$ cat src/rtl/audio_frame_sequencer_pkg.sv
`default_nettype none
// ============================================================================
// Module      : audio_pkg
// Description : Shared constants and types for the audio frame sequencer.
// Revision    : 1.0 - initial release
// ============================================================================
package audio_pkg;

    localparam int CTRL_W          = 4;   // effects control word width
    localparam int CTRL_FEEDBACK   = 1;   // control bit index of FEEDBACK
    localparam int FRAME_CNT_W     = 16;  // completed-frame counter width
    localparam int DEF_CLK_DIV     = 4;
    localparam int DEF_SAMPLE_BITS = 16;
    localparam int DEF_SLOT_BITS   = 32;

    typedef enum logic [1:0] {
        IDLE     = 2'd0,
        START    = 2'd1,
        RUN      = 2'd2,
        STOPPING = 2'd3
    } seq_state_t;

    // Counter width that stays at least one bit for a modulus of 1
    function automatic int cnt_width(input int modulus);
        return (modulus > 1) ? $clog2(modulus) : 1;
    endfunction

endpackage
`default_nettype wire

$ cat src/rtl/audio_frame_sequencer_if.sv
`default_nettype none
// ============================================================================
// Module      : audio_frame_sequencer_if
// Description : Host control handshake plus codec/effects timing outputs.
//               master = sequencer side, slave = host/effects side.
// Revision    : 1.0 - initial release
// ============================================================================
interface audio_frame_sequencer_if;
    import audio_pkg::*;

    logic                   enable;
    logic [CTRL_W-1:0]      ctrl_wdata;
    logic                   ctrl_valid;
    logic                   ctrl_ready;
    logic [CTRL_W-1:0]      control;
    logic                   bclk;
    logic                   lrck;
    logic                   sample_req;
    logic                   sample_end;
    logic                   chan;
    logic                   running;
    logic [FRAME_CNT_W-1:0] frame_cnt;

    modport master (
        input  enable, ctrl_wdata, ctrl_valid,
        output ctrl_ready, control, bclk, lrck, sample_req, sample_end,
               chan, running, frame_cnt
    );

    modport slave (
        output enable, ctrl_wdata, ctrl_valid,
        input  ctrl_ready, control, bclk, lrck, sample_req, sample_end,
               chan, running, frame_cnt
    );

endinterface
`default_nettype wire

$ cat src/rtl/audio_frame_sequencer_bclk_gen.sv
`default_nettype none
// ============================================================================
// Module      : audio_bclk_gen
// Description : Bit-clock divider and frame bit counter. A bit tick is the
//               cycle whose edge takes bclk 1->0; wrap flags the tick that
//               returns bit_cnt to 0.
// Revision    : 1.0 - initial release
// ============================================================================
module audio_bclk_gen
    import audio_pkg::*;
#(
    parameter int CLK_DIV   = DEF_CLK_DIV,
    parameter int SLOT_BITS = DEF_SLOT_BITS,
    parameter int BIT_W     = $clog2(2*DEF_SLOT_BITS)
) (
    input  wire logic             clk,
    input  wire logic             reset_n,
    input  wire logic             i_run,
    input  wire logic             i_clr,
    output logic                  o_bclk,
    output logic [BIT_W-1:0]      o_bit_cnt,
    output logic                  o_bit_tick,
    output logic                  o_wrap
);

    localparam int                DIV_W      = cnt_width(CLK_DIV);
    localparam logic [DIV_W-1:0]  C_DIV_LAST = DIV_W'(CLK_DIV - 1);
    localparam logic [BIT_W-1:0]  C_BIT_LAST = BIT_W'(2*SLOT_BITS - 1);

    logic [DIV_W-1:0] r_div_cnt;
    logic             r_bclk;
    logic [BIT_W-1:0] r_bit_cnt;
    logic             w_div_wrap;
    logic             w_bit_tick;
    logic             w_wrap;

    assign w_div_wrap = i_run & (r_div_cnt == C_DIV_LAST);
    assign w_bit_tick = w_div_wrap & r_bclk;
    assign w_wrap     = w_bit_tick & (r_bit_cnt == C_BIT_LAST);

    // Divider, bclk toggle and bit counter advance
    always_ff @(posedge clk or negedge reset_n) begin
        if (!reset_n) begin
            r_div_cnt <= '0;
            r_bclk    <= 1'b0;
            r_bit_cnt <= '0;
        end else if (i_clr) begin
            r_div_cnt <= '0;
            r_bclk    <= 1'b0;
            r_bit_cnt <= '0;
        end else if (i_run) begin
            r_div_cnt <= w_div_wrap ? '0 : r_div_cnt + DIV_W'(1);
            if (w_div_wrap) begin
                r_bclk <= ~r_bclk;
            end
            if (w_bit_tick) begin
                r_bit_cnt <= w_wrap ? '0 : r_bit_cnt + BIT_W'(1);
            end
        end
    end

    assign o_bclk     = r_bclk;
    assign o_bit_cnt  = r_bit_cnt;
    assign o_bit_tick = w_bit_tick;
    assign o_wrap     = w_wrap;

endmodule
`default_nettype wire

$ cat src/rtl/audio_frame_sequencer.sv
`default_nettype none
// ============================================================================
// Module      : audio_frame_sequencer
// Description : Codec timing master (bclk/lrck) with per-slot sample strobes
//               and frame-aligned application of the effects control word.
// Revision    : 1.0 - initial release
// ============================================================================
module audio_frame_sequencer
    import audio_pkg::*;
#(
    parameter int CLK_DIV     = DEF_CLK_DIV,
    parameter int SAMPLE_BITS = DEF_SAMPLE_BITS,
    parameter int SLOT_BITS   = DEF_SLOT_BITS
) (
    input  wire logic               clk,
    input  wire logic               reset_n,
    audio_frame_sequencer_if.master bus
);

    localparam int               BIT_W   = $clog2(2*SLOT_BITS);
    localparam logic [BIT_W-1:0] C_SLOT  = BIT_W'(SLOT_BITS);
    // sample_end lands one bit after the word because of the I2S delay bit
    localparam logic [BIT_W-1:0] C_END_L = BIT_W'(SAMPLE_BITS + 1);
    localparam logic [BIT_W-1:0] C_END_R = BIT_W'(SLOT_BITS + SAMPLE_BITS + 1);

    seq_state_t             r_state;
    seq_state_t             w_state_nxt;
    logic                   w_run;
    logic                   w_clr;
    logic                   w_stop_now;
    logic                   w_bclk;
    logic [BIT_W-1:0]       w_bit_cnt;
    logic [BIT_W-1:0]       w_bit_nxt;
    logic                   w_bit_tick;
    logic                   w_wrap;
    logic                   w_left_req;
    logic                   w_right_req;
    logic                   w_end_pulse;
    logic                   w_accept;
    logic                   w_apply;

    logic                   r_lrck;
    logic                   r_sample_req;
    logic                   r_sample_end;
    logic [FRAME_CNT_W-1:0] r_frame_cnt;
    logic [CTRL_W-1:0]      r_control;
    logic [CTRL_W-1:0]      r_staged;
    logic                   r_pending;

    assign w_run = (r_state == RUN) || (r_state == STOPPING);
    assign w_clr = (r_state == START);

    audio_bclk_gen #(
        .CLK_DIV   (CLK_DIV),
        .SLOT_BITS (SLOT_BITS),
        .BIT_W     (BIT_W)
    ) u_bclk_gen (
        .clk        (clk),
        .reset_n    (reset_n),
        .i_run      (w_run),
        .i_clr      (w_clr),
        .o_bclk     (w_bclk),
        .o_bit_cnt  (w_bit_cnt),
        .o_bit_tick (w_bit_tick),
        .o_wrap     (w_wrap)
    );

    // Sequencer state register
    always_ff @(posedge clk or negedge reset_n) begin
        if (!reset_n) begin
            r_state <= IDLE;
        end else begin
            r_state <= w_state_nxt;
        end
    end

    // Next-state logic; STOPPING ends on the frame wrap unless re-enabled
    always_comb begin
        w_state_nxt = r_state;
        w_stop_now  = 1'b0;
        case (r_state)
            IDLE: begin
                if (bus.enable) begin
                    w_state_nxt = START;
                end
            end
            START: begin
                w_state_nxt = RUN;
            end
            RUN: begin
                if (!bus.enable) begin
                    w_state_nxt = STOPPING;
                end
            end
            STOPPING: begin
                if (bus.enable) begin
                    w_state_nxt = RUN;
                end else if (w_wrap) begin
                    w_state_nxt = IDLE;
                    w_stop_now  = 1'b1;
                end
            end
            default: begin
                w_state_nxt = IDLE;
            end
        endcase
    end

    // Strobe decode on the bit_cnt value about to be entered
    assign w_bit_nxt   = w_wrap ? '0 : w_bit_cnt + BIT_W'(1);
    assign w_left_req  = w_clr | (w_wrap & ~w_stop_now);
    assign w_right_req = w_bit_tick & (w_bit_nxt == C_SLOT);
    assign w_end_pulse = w_bit_tick &
                         ((w_bit_nxt == C_END_L) || (w_bit_nxt == C_END_R));

    // Registered lrck, sample strobes and frame counter
    always_ff @(posedge clk or negedge reset_n) begin
        if (!reset_n) begin
            r_lrck       <= 1'b0;
            r_sample_req <= 1'b0;
            r_sample_end <= 1'b0;
            r_frame_cnt  <= '0;
        end else begin
            r_sample_req <= w_left_req | w_right_req;
            r_sample_end <= w_end_pulse;
            if (w_clr) begin
                r_lrck <= 1'b0;
            end else if (w_bit_tick) begin
                r_lrck <= (w_bit_nxt >= C_SLOT);
            end
            if (w_wrap) begin
                r_frame_cnt <= r_frame_cnt + FRAME_CNT_W'(1);
            end
        end
    end

    // A staged word is applied at a left-slot boundary, or at once when idle.
    // Accept and apply are exclusive since accept requires an empty slot.
    assign w_accept = bus.ctrl_valid & ~r_pending;
    assign w_apply  = r_pending & (w_left_req | (r_state == IDLE));

    // Control word staging and frame-aligned update
    always_ff @(posedge clk or negedge reset_n) begin
        if (!reset_n) begin
            r_control <= '0;
            r_staged  <= '0;
            r_pending <= 1'b0;
        end else if (w_accept) begin
            r_staged  <= bus.ctrl_wdata;
            r_pending <= 1'b1;
        end else if (w_apply) begin
            r_control <= r_staged;
            r_pending <= 1'b0;
        end
    end

    assign bus.ctrl_ready = ~r_pending;
    assign bus.control    = r_control;
    assign bus.bclk       = w_bclk;
    assign bus.lrck       = r_lrck;
    assign bus.chan       = r_lrck;
    assign bus.sample_req = r_sample_req;
    assign bus.sample_end = r_sample_end;
    assign bus.running    = w_run;
    assign bus.frame_cnt  = r_frame_cnt;

endmodule
`default_nettype wire
$ cat src/flat_wrapper.sv
// flat-port wrapper written by rule: the top's interface ports become plain ports
module audio_frame_sequencer_flat import audio_pkg::*;
#(
    parameter int CLK_DIV     = DEF_CLK_DIV,
    parameter int SAMPLE_BITS = DEF_SAMPLE_BITS,
    parameter int SLOT_BITS   = DEF_SLOT_BITS
)
  (clk, reset_n, bus_enable, bus_ctrl_wdata, bus_ctrl_valid, bus_ctrl_ready, bus_control, bus_bclk, bus_lrck, bus_sample_req, bus_sample_end, bus_chan, bus_running, bus_frame_cnt);
  audio_frame_sequencer_if bus_i ();
  input  wire logic clk;
  input  wire logic reset_n;
  input wire logic [$bits(bus_i.enable)-1:0] bus_enable;
  input wire logic [$bits(bus_i.ctrl_wdata)-1:0] bus_ctrl_wdata;
  input wire logic [$bits(bus_i.ctrl_valid)-1:0] bus_ctrl_valid;
  output wire logic [$bits(bus_i.ctrl_ready)-1:0] bus_ctrl_ready;
  output wire logic [$bits(bus_i.control)-1:0] bus_control;
  output wire logic [$bits(bus_i.bclk)-1:0] bus_bclk;
  output wire logic [$bits(bus_i.lrck)-1:0] bus_lrck;
  output wire logic [$bits(bus_i.sample_req)-1:0] bus_sample_req;
  output wire logic [$bits(bus_i.sample_end)-1:0] bus_sample_end;
  output wire logic [$bits(bus_i.chan)-1:0] bus_chan;
  output wire logic [$bits(bus_i.running)-1:0] bus_running;
  output wire logic [$bits(bus_i.frame_cnt)-1:0] bus_frame_cnt;
  assign bus_i.enable = bus_enable;
  assign bus_i.ctrl_wdata = bus_ctrl_wdata;
  assign bus_i.ctrl_valid = bus_ctrl_valid;
  assign bus_ctrl_ready = bus_i.ctrl_ready;
  assign bus_control = bus_i.control;
  assign bus_bclk = bus_i.bclk;
  assign bus_lrck = bus_i.lrck;
  assign bus_sample_req = bus_i.sample_req;
  assign bus_sample_end = bus_i.sample_end;
  assign bus_chan = bus_i.chan;
  assign bus_running = bus_i.running;
  assign bus_frame_cnt = bus_i.frame_cnt;
  audio_frame_sequencer #(.CLK_DIV(CLK_DIV), .SAMPLE_BITS(SAMPLE_BITS), .SLOT_BITS(SLOT_BITS)) u_core (.clk(clk), .reset_n(reset_n), .bus(bus_i));
endmodule
$ cat config.mk
export PLATFORM = sky130hd
export DESIGN_NAME = audio_frame_sequencer_flat
export DESIGN_NICKNAME = d
export VERILOG_FILES = /design/src/rtl/audio_frame_sequencer_pkg.sv /design/src/rtl/audio_frame_sequencer_if.sv /design/src/rtl/audio_frame_sequencer_bclk_gen.sv /design/src/rtl/audio_frame_sequencer.sv /design/src/flat_wrapper.sv
export SDC_FILE = /design/constraint.sdc
export NUM_CORES = 1
export LEC_CHECK = 0
export BUFFER_PORTS_ARGS = -buffer_cell sky130_fd_sc_hd__buf_2
export CORE_ASPECT_RATIO = 1.1
export CORE_MARGIN = 3
export CORE_UTILIZATION = 55
export DETAILED_ROUTE_END_ITERATION = 6
export PLACE_DENSITY_LB_ADDON = 0.1
export SYNTH_ARGS = -nofsm -noshare
export SYNTH_HDL_FRONTEND = slang
export SYNTH_SLANG_ARGS = --single-unit
$ cat constraint.sdc
create_clock -name clk -period 3 [get_ports clk]
set_input_delay 0.6 -clock clk [delete_from_list [all_inputs] [get_ports clk]]
set_output_delay 0.6 -clock clk [all_outputs]
set_load 0.005 [all_outputs]
==> impl_metrics.py <==
metrics = {
    "final_layout": {
        "nNetsFinal": 211,
        "postLayoutCoreUtil_pct": 66.3,
        "area_growth_pct": 12.1,
        "multiInputGateArea_um2": 812,
        "fin_cells": 233,
        "final_cell_mix": "39 x dfrtp_1, 34 x buf_2, 19 x nand2_1",
        "fillers": 268,
        "layout-drive-gt1-share_pct": 27.6,
        "final_common_cell": "dfrtp_1",
        "seq_area_um2": 976,
        "antenna-diode-count": 0,
    },
    "critical_path": {
        "cp_slowest_cell": "nor3_2",
        "cp-end-kind": "register",
        "arrival_ps": 2480,
        "worstPathMaxFanout": 11,
        "cp_slowest_stage_delay_ps": 710,
        "r2r-end": "u_core.bus.frame_cnt[1]",
        "worstSetupPathType": "register to register",
        "regToRegSetupSlack_ps": 770,
        "worstReg2RegStart": "u_core.u_bclk_gen.r_div_cnt[0]",
        "start_kind": "register",
        "required_ps": 3250,
        "reg2reg_depth": 4,
        "path_cells": "ha_1 > nand3_1 > nor3_2 > mux2_2",
    },
    "sta": {
        "fmax_mhz": 448,
        "finalHoldViolCount": 0,
        "relSlewSlack_pct": 44.9,
        "fin_crit_sh_pct": 74.3,
        "rsz0062_at_grt": "no",
        "min_period_ps": 2230,
        "clock_skew_ps": 5.70,
        "setup_ws_ps": 770,
        "drv_slew": 0,
        "worst_pin_slew_ps": 827,
        "tns_ps": 0,
        "setup_viol": 0,
    },
    "route": {
        "firstDrtPassIters": 4,
        "routedWlPerCell_um": 14.5,
        "drt_iter0_drc": 89,
        "drc": 0,
        "routed_wl_mm": 3.38,
        "viasPerCell": 5.72,
        "num_vias": 1333,
        "ant_nets": 0,
    },
    "floorplanning": {
        "die_h_um": 66.8,
        "die_area_um2": 4090,
        "initial_utilization_pct": 59.1,
        "rows": 21,
        "pin_count": 35,
        "core_um2": 3130,
        "die-width_um": 61.3,
    },
    "synthesis": {
        "syn_nets": 178,
        "syn_avg_cell_area_um2": 11.2,
        "synth_area_um2": 1850,
        "ys_types": 36,
        "ys_seq_elements": 39,
        "yosysSeqAreaShare_pct": 52.8,
        "syn_inst": 165,
        "yosys_warnings": 0,
    },
    "placed_design": {
        "detailed_place_hpwl_mm": 2.47,
        "place_inst": 225,
        "dp_slack_ps": 793,
        "globalplace.congestion": 0.793,
        "port_buffers": 34,
    },
    "power": {
        "power.density_nw_per_um2": 419,
        "irDropWorstVdd_mv": 0.388,
        "clkPwrFrac_pct": 30.6,
        "seq_power_share_pct": 64.4,
        "intPower_uw": 662,
        "p_comb_share_pct": 5.0,
        "leakage_nw": 1.05,
        "power_switching_uw": 208,
        "swShare_pct": 23.9,
    },
    "clocking": {
        "cts_buffers": 5,
        "post-cts-setup-buffers": 0,
        "cts_sinks": 39,
        "tritoncts": "yes",
        "cts_max_level": 2,
        "cts-hold-fix-buffers": 0,
        "clock_latency_ps": 350,
        "cts_root_buf": "clkbuf_4",
        "cts_buffer_depth": 2,
        "clkTransAtPathRegs_ps": 120,
        "post_cts_resized": 0,
    },
    "min_path": {
        "hold_class": "primary input to asynchronous set/reset pin",
    },
    "global_routing": {
        "antenna_found_initial": 0,
        "grtUsageTotal_pct": 19.3,
        "grt_pass1_wl_mm": 5.82,
        "grt_pass1_vias": 1251,
        "grt_max_degree": 40,
        "grt-ovfl-total": 0,
    },
    "run": {
        "drv_cap": 0,
    },
    "status": {
        "status": "finished clean",
    },
}
[power groups by stage]
stage                     registers [mW]  clock network, mW  logic, mW
after floorplan                    0.568                  0     0.0252
after global placement             0.569                  0     0.0422
after detailed placement           0.571                  0     0.0445
after CTS                          0.561              0.272     0.0445
after global routing               0.564              0.303     0.0486
final                              0.560              0.266     0.0432
[kinds of logic (layout without fill, tap and decap cells)]
group / Yosys count / count (layout) / share of synthesized area (%)
AND/OR/NAND/NOR: 58 / 58 / 17.4
flip-flops: 39 / 39 / 52.8
AO/OA/AOI/OAI: 23 / 23 / 9.13
XOR/XNOR: 18 / 18 / 8.52
buffers and inverters: 13 / 47 / 3.32
multiplexers: 9 / 9 / 5.48
adder cells (fa/ha/maj): 5 / 5 / 3.38
[stage by stage]
| stage | cell area (µm²) | power, mW | hold WS [ps] |
|---|---|---|---|
| 2_1_floorplan | 1850 | 0.593 | 304 |
| 3_3_place_gp | 2020 | 0.611 | 456 |
| 3_5_place_dp | 2020 | 0.616 | 458 |
| 4_1_cts | 2070 | 0.878 | 355 |
| 5_1_grt | 2070 | 0.915 | 370 |
| 6_report | 2070 | 0.870 | 334 |
[cell usage after synthesis]
master,n,share of area [%]
o22ai_1,1,0.34
o21a_1,1,0.41
nor2_1,5,1.0
nor2b_1,2,0.68
mux2_2,9,5.5
dfrtp_1,39,53
a211o_1,1,0.47
o31ai_1,2,0.81
buf_2,4,1.1
nand3_2,1,0.54
nand3_1,9,2.4
a31oi_1,1,0.34
nand4_1,7,2.4
a22o_1,1,0.47
a2111oi_4,1,1.5
o21ai_2,1,0.47
ha_1,5,3.4
inv_1,5,1.0
nor3_2,1,0.54
nor4b_4,1,1.3
and4_1,2,0.95
or3_1,1,0.34
buf_4,2,0.81
o211a_1,1,0.54
a21oi_1,5,1.4
clkbuf_1,2,0.41
o21ai_0,6,1.6
xor2_1,2,0.95
xnor2_1,16,7.6
nand2_1,19,3.9
nor4b_1,1,0.47
o211ai_1,1,0.41
o21bai_1,1,0.41
nor3_1,3,0.81
and3_1,5,1.7
nand3b_1,1,0.41
[worst max path at each step]
stage,slack (ps),to,cells past startpoint,start
after global placement,890,u_core.bus.frame_cnt[1],4,u_core.u_bclk_gen.r_div_cnt[0]
final,770,u_core.bus.frame_cnt[1],4,u_core.u_bclk_gen.r_div_cnt[0]
after floorplan,1300,u_core.bus.frame_cnt[1],6,u_core.u_bclk_gen.r_div_cnt[0]
after detailed placement,790,u_core.bus.frame_cnt[1],4,u_core.u_bclk_gen.r_div_cnt[0]
after CTS,760,u_core.bus.frame_cnt[1],4,u_core.u_bclk_gen.r_div_cnt[0]
after global routing,620,u_core.bus.frame_cnt[6],5,u_core.u_bclk_gen.r_div_cnt[0]
[per-layer routing]
metal	global-route usage [%]	vias to the layer above	part of all wire [%]
li1	-	641	-
met1	23.7	643	44
met2	30.3	37	49
met3	5.81	12	5.2
met4	9.21	0	2.7
met5	0	-	0
[state kept, by name, indices dropped and copies added, names as in the netlist]
signal                       count
u_core.u_bclk_gen.o_bclk         1
u_core.bus.frame_cnt            16
u_core.bus.control               4
u_core.r_staged                  4
u_core.u_bclk_gen.o_bit_cnt      6
u_core.r_state                   2
u_core.r_pending                 1
u_core.bus.chan                  1
u_core.u_bclk_gen.r_div_cnt      2
u_core.bus.sample_end            1
u_core.bus.sample_req            1
[final cells by class]
| cell class | count | area share [%] |
|---|---|---|
| sequential | 39 | 47.1 |
| multi-input combinational | 113 | 39.2 |
| timing repair buffer | 34 | 8.21 |
| tap | 34 | 2.05 |
| clock buffer | 6 | 1.99 |
| inverter | 5 | 0.905 |
| clock inverter | 2 | 0.603 |
[critical path: cells and delay by family (launching register included)]
family	cells	cell delay [ps]
flip-flops	1	390
multiplexers	1	400
adder cells (fa/ha/maj)	1	260
AND/OR/NAND/NOR	2	1080
Note: power is estimated with default switching activity, not from simulation.
